`src/rtl/shift_arbiter.sv`:
```
// -----------------------------------------------------------------------------
// shift_arbiter
//   Round-robin arbiter that lets two requesters share one external 8-bit
//   combinational logical barrel shifter (zero fill, 0..7 positions per pass).
//   Shift amounts of 8..15 are carried out in two passes: a fixed 7-position
//   pre-shift, then the remainder. One operation is in flight at a time.
//
// Ports
//   clk, rst                      clock, asynchronous active-high reset
//   req0_valid/data/amt/dir       requester 0 operation (dir 1 = right)
//   req0_ready                    requester 0 accepted this cycle
//   req1_*                        same set for requester 1
//   sh_in, sh_select, sh_control  operand / amount / direction to the shifter
//   sh_out                        shifter result (same cycle)
//   rsp_valid, rsp_data, rsp_id   result handshake toward the consumer
//   rsp_ready                     consumer accepts the result
//   busy                          high whenever the FSM is not in IDLE
//
// state | meaning
// ------+---------------------------------------------------------------
// IDLE  | arbitrate, accept one request, register its fields
// PRE   | first pass of a two-pass shift (7 positions), keep partial
// SHIFT | final pass (remainder or full amount), capture result
// RESP  | present result until rsp_ready, then update last_grant
// -----------------------------------------------------------------------------
module shift_arbiter (
  input  logic       clk,
  input  logic       rst,

  input  logic       req0_valid,
  input  logic [7:0] req0_data,
  input  logic [3:0] req0_amt,
  input  logic       req0_dir,
  output logic       req0_ready,

  input  logic       req1_valid,
  input  logic [7:0] req1_data,
  input  logic [3:0] req1_amt,
  input  logic       req1_dir,
  output logic       req1_ready,

  output logic [7:0] sh_in,
  output logic [2:0] sh_select,
  output logic       sh_control,
  input  logic [7:0] sh_out,

  output logic       rsp_valid,
  output logic [7:0] rsp_data,
  output logic       rsp_id,
  input  logic       rsp_ready,

  output logic       busy
);

  typedef enum logic [1:0] {
    IDLE  = 2'd0,
    PRE   = 2'd1,
    SHIFT = 2'd2,
    RESP  = 2'd3
  } state_t;

  state_t     state;
  state_t     state_nxt;

  logic [7:0] op_q;
  logic [3:0] amt_q;
  logic       dir_q;
  logic       id_q;
  logic [3:0] rem_q;
  logic       last_grant_q;
  logic [7:0] rsp_data_q;

  logic       grant_id;
  logic       accept;
  logic [7:0] sel_data;
  logic [3:0] sel_amt;
  logic       sel_dir;
  logic [2:0] rem_select;

  // ---------------------------------------------------------------------------
  // Arbitration: a lone requester always wins; on contention the requester
  // that did not own the last completed operation wins.
  // ---------------------------------------------------------------------------
  always_comb begin
    if (req0_valid && req1_valid) begin
      grant_id = ~last_grant_q;
    end else begin
      grant_id = req1_valid;
    end
  end

  // Readies must stay low while reset is held even though the state register
  // already reads IDLE, so reset gates acceptance directly.
  assign accept = (state == IDLE) && (req0_valid || req1_valid) && !rst;

  always_comb begin
    if (grant_id) begin
      sel_data = req1_data;
      sel_amt  = req1_amt;
      sel_dir  = req1_dir;
    end else begin
      sel_data = req0_data;
      sel_amt  = req0_amt;
      sel_dir  = req0_dir;
    end
  end

  // amt = 15 leaves a remainder of 8, which the 3-bit shifter select cannot
  // express. The total shift is already >= 8 in that case, so any second pass
  // of 7 still yields all zeros; clamping keeps the result exact.
  assign rem_select = (rem_q > 4'd7) ? 3'd7 : rem_q[2:0];

  // ---------------------------------------------------------------------------
  // State register
  // ---------------------------------------------------------------------------
  always_ff @(posedge clk or posedge rst) begin
    if (rst) begin
      state <= IDLE;
    end else begin
      state <= state_nxt;
    end
  end

  // ---------------------------------------------------------------------------
  // Next state and outputs
  // ---------------------------------------------------------------------------
  always_comb begin
    state_nxt  = state;
    req0_ready = 1'b0;
    req1_ready = 1'b0;
    sh_in      = 8'h00;
    sh_select  = 3'd0;
    sh_control = 1'b0;
    rsp_valid  = 1'b0;
    busy       = 1'b1;

    case (state)
      IDLE: begin
        busy = 1'b0;
        if (accept) begin
          req0_ready = ~grant_id;
          req1_ready = grant_id;
          state_nxt  = (sel_amt > 4'd7) ? PRE : SHIFT;
        end
      end

      PRE: begin
        sh_in      = op_q;
        sh_select  = 3'd7;
        sh_control = dir_q;
        state_nxt  = SHIFT;
      end

      SHIFT: begin
        sh_in      = op_q;
        sh_control = dir_q;
        sh_select  = amt_q[3] ? rem_select : amt_q[2:0];
        state_nxt  = RESP;
      end

      RESP: begin
        rsp_valid = 1'b1;
        if (rsp_ready) begin
          state_nxt = IDLE;
        end
      end

      default: begin
        state_nxt = IDLE;
      end
    endcase
  end

  // ---------------------------------------------------------------------------
  // Datapath registers
  // ---------------------------------------------------------------------------
  always_ff @(posedge clk or posedge rst) begin
    if (rst) begin
      op_q         <= 8'h00;
      amt_q        <= 4'd0;
      dir_q        <= 1'b0;
      id_q         <= 1'b0;
      rem_q        <= 4'd0;
      last_grant_q <= 1'b1;
      rsp_data_q   <= 8'h00;
    end else begin
      if (accept) begin
        op_q  <= sel_data;
        amt_q <= sel_amt;
        dir_q <= sel_dir;
        id_q  <= grant_id;
      end

      if (state == PRE) begin
        op_q  <= sh_out;
        rem_q <= amt_q - 4'd7;
      end

      if (state == SHIFT) begin
        rsp_data_q <= sh_out;
      end

      if ((state == RESP) && rsp_ready) begin
        last_grant_q <= id_q;
      end
    end
  end

  assign rsp_data = rsp_data_q;
  assign rsp_id   = id_q;

endmodule

```
`config.mk`:
```
export PLATFORM = sky130hd
export DESIGN_NAME = shift_arbiter
export DESIGN_NICKNAME = d
export VERILOG_FILES = /design/src/rtl/shift_arbiter.sv
export SDC_FILE = /design/constraint.sdc
export NUM_CORES = 1
export LEC_CHECK = 0
export BUFFER_PORTS_ARGS = -buffer_cell sky130_fd_sc_hd__buf_2
export CAP_MARGIN = 10
export CORE_AREA = 2 2 66 68
export CTS_CLUSTER_DIAMETER = 120
export CTS_CLUSTER_SIZE = 16
export DETAILED_ROUTE_END_ITERATION = 16
export DIE_AREA = 0 0 68 70
export GPL_ROUTABILITY_DRIVEN = 0
export PLACE_DENSITY = 0.63
export SLEW_MARGIN = 15
export SYNTH_ARGS = -nofsm -noshare
export SYNTH_HDL_FRONTEND = slang
export SYNTH_SLANG_ARGS = --single-unit
```
`constraint.sdc`:
```
create_clock -name clk -period 2.7 [get_ports clk]
set_input_delay 0.27 -clock clk [delete_from_list [all_inputs] [get_ports clk]]
set_output_delay 0.27 -clock clk [all_outputs]
set_load 0.02 [all_outputs]
```
==> results of run 1 <==
-- flip-flops by register name, indices dropped and copies added (netlist names) --
signal and cells:
amt_q 4, dir_q 1, last_grant_q 1, op_q 8, rem_q 4, rsp_data 8
rsp_id 1, state 2
-- kinds of logic after synthesis --
kind of cell               Yosys count  share of synthesized area, %
buffers and inverters               14                          4.51
and+or+nand+nor                     68                          20.5
xor gates and xnor gates             2                          1.11
AOI/OAI and AO/OA                   30                          13.5
DFF                                 29                          46.0
muxes                               15                          10.5
adders and majority gates            5                          3.96
-- cells in the final DEF, fill, tap and decap left out, types with 3 or more instances in the layout --
cell type | netlist | layout
o31ai_1 | 8 | 8
mux2i_1 | 3 | 3
o21a_1 | 3 | 3
ha_1 | 5 | 5
and2_1 | 13 | 13
buf_2 | 0 | 63
mux2_2 | 12 | 12
a21oi_1 | 7 | 7
nor2_1 | 17 | 17
and3_1 | 8 | 8
o21ai_0 | 4 | 4
dfrtp_1 | 28 | 28
nand2_1 | 26 | 26
buf_4 | 1 | 3
clkbuf_8 | 0 | 7
inv_1 | 5 | 5
a221o_1 | 4 | 4
-- final timing paths --
path,start,cells after the start,to,slack [ns]
max in group asynchronous,rst,3,last_grant_q,2.31
min in group clk,sh_out[3],3,op_q[3],0.20
max reg2reg,state[0],5,dir_q,0.90
min reg2reg,rsp_data[0],1,rsp_data[0],0.50
min,rst,3,rsp_id,0.08
max,state[0],6,req0_ready,0.50
-- worst max-delay path, delay by kind of cell, from the launching register on --
| kind | cells | cell delay (ns) |
|---|---|---|
| AND/OR/NAND/NOR | 3 | 0.68 |
| adder cells (fa/ha/maj) | 1 | 0.29 |
| flip-flops | 1 | 0.41 |
| buffers and inverters | 2 | 0.28 |
-- routing by layer --
layer / share of wire (%) / vias to the layer above / routed length, um / GRT usage, %
li1: - / 686 / - / -
met1: 45 / 596 / 1590 / 20.9
met2: 46 / 38 / 1630 / 24.7
met3: 6.4 / 6 / 226 / 4.83
met4: 2.2 / 0 / 76 / 7.33
met5: 0 / - / 0 / 0
-- through the flow --
stage	hold WS (ns)	instance area, sq um	instances	util (%)	worst slack [ns]
global placement	0.401	1930	272	46.6	0.858
CTS	0.0950	2030	280	49.0	0.483
finish	0.0847	2030	280	49.0	0.496
floorplan	0.356	1580	163	-	0.933
detailed placement	0.404	1930	272	46.6	0.795
global route	0.124	2030	280	49.0	0.323
-- power groups by stage --
stage / clock [mW] / combinational (mW) / sequential [mW]
floorplan: 0 / 0.931 / 0.858
global placement: 0 / 1.36 / 0.808
detailed placement: 0 / 1.37 / 0.814
CTS: 0.407 / 1.37 / 0.805
global route: 0.427 / 1.50 / 0.833
finish: 0.394 / 1.35 / 0.803
-- cell type report --
class | count | area (sq um)
Multi-Input combinational cell | 120 | 782
Clock inverter | 1 | 5.00
Tap cell | 52 | 65.1
Sequential cell | 29 | 727
Clock buffer | 7 | 96.3
Timing Repair Buffer | 66 | 338
Inverter | 5 | 18.8
Fill cell | 426 | 2110
-- cell usage after synthesis, drive strengths merged, types with 4 or more instances --
library cell,instances,area [sq um]
and3,8,50.1
inv,5,18.8
o21ai,4,20.0
ha,5,62.6
mux2,12,135
o31ai,8,60.1
dfrtp,28,701
clkbuf,6,22.5
nand2,26,97.6
and2,13,81.3
a221o,4,40.0
a21oi,7,35.0
nor2,18,75.1
==> impl_metrics.ini, run 1 <==
[run_status]
outcome = finished clean

[yosys]
synthCells = 163
synth_seq_cells = 29
yosys_warnings = 0
synthFlopType = dfrtp_1
syn_avg_cell_area_sq_um = 9.69
synth.distinct_cells = 28
async_flop_share_pct = 100
yosysSeqAreaShare_pct = 46.0
synth_area_sq_mm = 0.00158
synth_edf_count = 0
synth_nets = 207

[run]
drv_cap = 0

[clocking]
clkLatencyLatePin_ns = 0.28
clock-sinks = 29
root_buffer = clkbuf_8
hold_buffers = 0
post_cts_resized = 0
numCtsBuffers = 5
clock_path_buffers = 2
cts_tree = done
cts_setup_buffers = 0
clk_pin_slew_ns = 0.06
cts_htree_levels = 2

[routing]
postRouteAntennaNets = 0
first_iter_violations = 48
vias_per_cell = 4.74
route.detailed.drc = 0
vias = 1326
wl_per_cell_um = 12.6
drt-total-wl_um = 3530
drt_pre_antenna_iters = 4

[worst_setup_path]
cpMaxStageDelayCell = dfrtp_1
crit_required_ns = 2.43
max_stage_delay_ns = 0.41
start_kind = register
cp_max_fo = 8
path_class = reg2out
cp-end-kind = output pin
worstPathArrival_ns = 1.93
crit_chain = inv_1 > ha_1 > nand2b_2 > or2_0 > nor2_4 > buf_2

[layout]
area_growth_pct = 28.6
nets = 271
drive_above_1_share_pct = 39.5
antenna-diode-count = 0

[grt]
grt_max_degree = 30
grt_use_total_pct = 16.2
grt_pass1_wl_um = 5780
first_global_vias = 1260
antenna_found_initial = 0
overflow = 0

[sta]
max_slew_margin_pct = 62.3
setup_tns_ns = 0
final.setup_skew_ns = 0.00280
tightest_slew_ns = 0.562
setup_viol = 0
hold_viol = 0
slew_viol_final = 0
min_period_ns = 2.20
fmax_mhz = 454
rsz0062_at_grt = no
finalCritPeriodShare_pct = 81.6

[power]
p_sw_share_pct = 42.2
p_sw_mw = 1.07
powerDensity_mw_per_mm2 = 1250
p_leak_nw = 1.05
power_mw = 2.55
p_int_mw = 1.47
clkPwrFrac_pct = 15.5
power_frac_comb_pct = 53.0
pwr-share-seq_pct = 31.5
ir_worst_vdd_uv = 450

[place]
post-dp-hpwl_um = 2680
port_buffers = 63

[die]
fp.dieArea_sq_mm = 0.00476
initial_core_util_pct = 38.1
ioPinCount = 64
num_rows = 24
die_width_um = 68
dieHeight_um = 70
coreArea_sq_mm = 0.00414

[min_path]
hold_class = in2async
(Power assumes the default switching activity.)
==> inputs of run 2 (changes only) <==
Clock period 2.7 ns to 2.2 ns, I/O delays scaled along.
==> impl_metrics.ini, run 2 (synthesized netlist as in run 1, its figures left out) <==
[die]
die_width_um = 68
fp.dieArea_sq_mm = 0.00476
dieHeight_um = 70
ioPinCount = 64
initial_core_util_pct = 38.1
num_rows = 24
coreArea_sq_mm = 0.00414

[routing]
vias = 1350
first_iter_violations = 93
drt-total-wl_um = 3650
drt_pre_antenna_iters = 4
route.detailed.drc = 0
postRouteAntennaNets = 0
vias_per_cell = 4.80
wl_per_cell_um = 13.0

[worst_setup_path]
crit_required_ns = 1.98
reg2regPathDepth = 5
reg2reg_from = state[0]
regToRegEndpoint = amt_q[1]
worstPathArrival_ns = 1.83
start_kind = register
ff2ff_setup_slack_ns = 0.51
cp_max_fo = 8
cp-end-kind = output pin
path_class = reg2out

[clocking]
cts_tree = done
clk_pin_slew_ns = 0.07
cts_htree_levels = 2
root_buffer = clkbuf_8
cts_setup_buffers = 0
numCtsBuffers = 5
clkLatencyLatePin_ns = 0.28
clock-sinks = 29
clock_path_buffers = 2

[sta]
rsz0062_at_grt = no
setup_tns_ns = 0
min_period_ns = 2.05
hold_viol = 0
slew_viol_final = 0
fmax_mhz = 489
finalCritPeriodShare_pct = 93.0
final.setup_skew_ns = 0.00631
max_slew_margin_pct = 63.4
setup_viol = 0
tightest_slew_ns = 0.546

[grt]
overflow = 0
antenna_found_initial = 0
first_global_vias = 1251
grt_use_total_pct = 16.4
grt_max_degree = 30
grt_pass1_wl_um = 5840

[place]
post-dp-hpwl_um = 2770
placed_cell_area_sq_mm = 0.00194
port_buffers = 63

[run]
drv_cap = 0

[layout]
utilization_pct = 49.0
antenna-diode-count = 0
area_growth_pct = 28.5
final_cell_mix = 63 x buf_2, 28 x dfrtp_1, 26 x nand2_1
drive_above_1_share_pct = 39.3
nets = 272
stdcell_area_sq_mm = 0.00203
layout_commonest_cell = buf_2

[power]
ir_worst_vdd_uv = 647
powerDensity_mw_per_mm2 = 1530
p_leak_nw = 1.04

[min_path]
hold_class = in2async

[run_status]
outcome = finished clean
-- run 2: cell types whose count changed in the layout (fill, tap and decap cells not counted) --
cell	delta
clkbuf_1	+2
buf_4	+1
clkbuf_8	-1
clkinv_2	-1
ha_1	-1
ha_2	+1
or2_0	-1
or2_1	+1
-- run 2: area by class of cell --
cell class	count	area, sq um
Tap cell	52	65.1
Multi-Input combinational cell	120	785
Clock buffer	8	90.1
Inverter	5	18.8
Sequential cell	29	727
Fill cell	404	2110
Timing Repair Buffer	67	345
-- run 2: worst max-delay path by stage --
stage,end,start,slack [ns]
finish,req0_ready,state[0],0.15
global route,req0_ready,state[0],0.02
CTS,req0_ready,state[0],0.07
detailed placement,req0_ready,state[0],0.30
global placement,req0_ready,state[0],0.40
floorplan,state[0],rst,0.48
-- run 2: metal layers --
layer  share of wire [%]  track usage, %  vias up
li1                    -               -      683
met1                  45            22.3      612
met2                  46            24.2       48
met3                 6.8            5.31        7
met4                 1.8            6.22        0
met5                   0               0        -
-- run 2: report_power, final --
group | switching [mW] | internal, mW | leakage (nW)
combinational | 0.949 | 0.731 | 0.652
sequential | 0.171 | 0.814 | 0.343
clock | 0.192 | 0.254 | 0.0455
total | 1.31 | 1.80 | 1.04
-- run 2: timing repair --
item                                    CTS  global route
hold buffers                              0             0
endpoints found under the setup margin    1             1
gates resized for setup                   1             1
-- run 2: worst max-delay path: stages (launching register included) --
cell and delay, ns:
dfrtp_1 0.42, inv_1 0.10, ha_2 0.25, nand2b_2 0.08
or2_1 0.34, nor2_4 0.17, buf_2 0.18
-- run 2: stage by stage --
step / hold WS, ns / power [mW] / instances / setup WS, ns
5_1_grt: 0.0832 / 3.38 / 281 / 0.0233
2_1_floorplan: 0.306 / 2.20 / 163 / 0.483
4_1_cts: 0.0536 / 3.14 / 281 / 0.0654
3_3_place_gp: 0.351 / 2.67 / 273 / 0.396
3_5_place_dp: 0.359 / 2.68 / 273 / 0.300
6_report: 0.0426 / 3.11 / 281 / 0.154
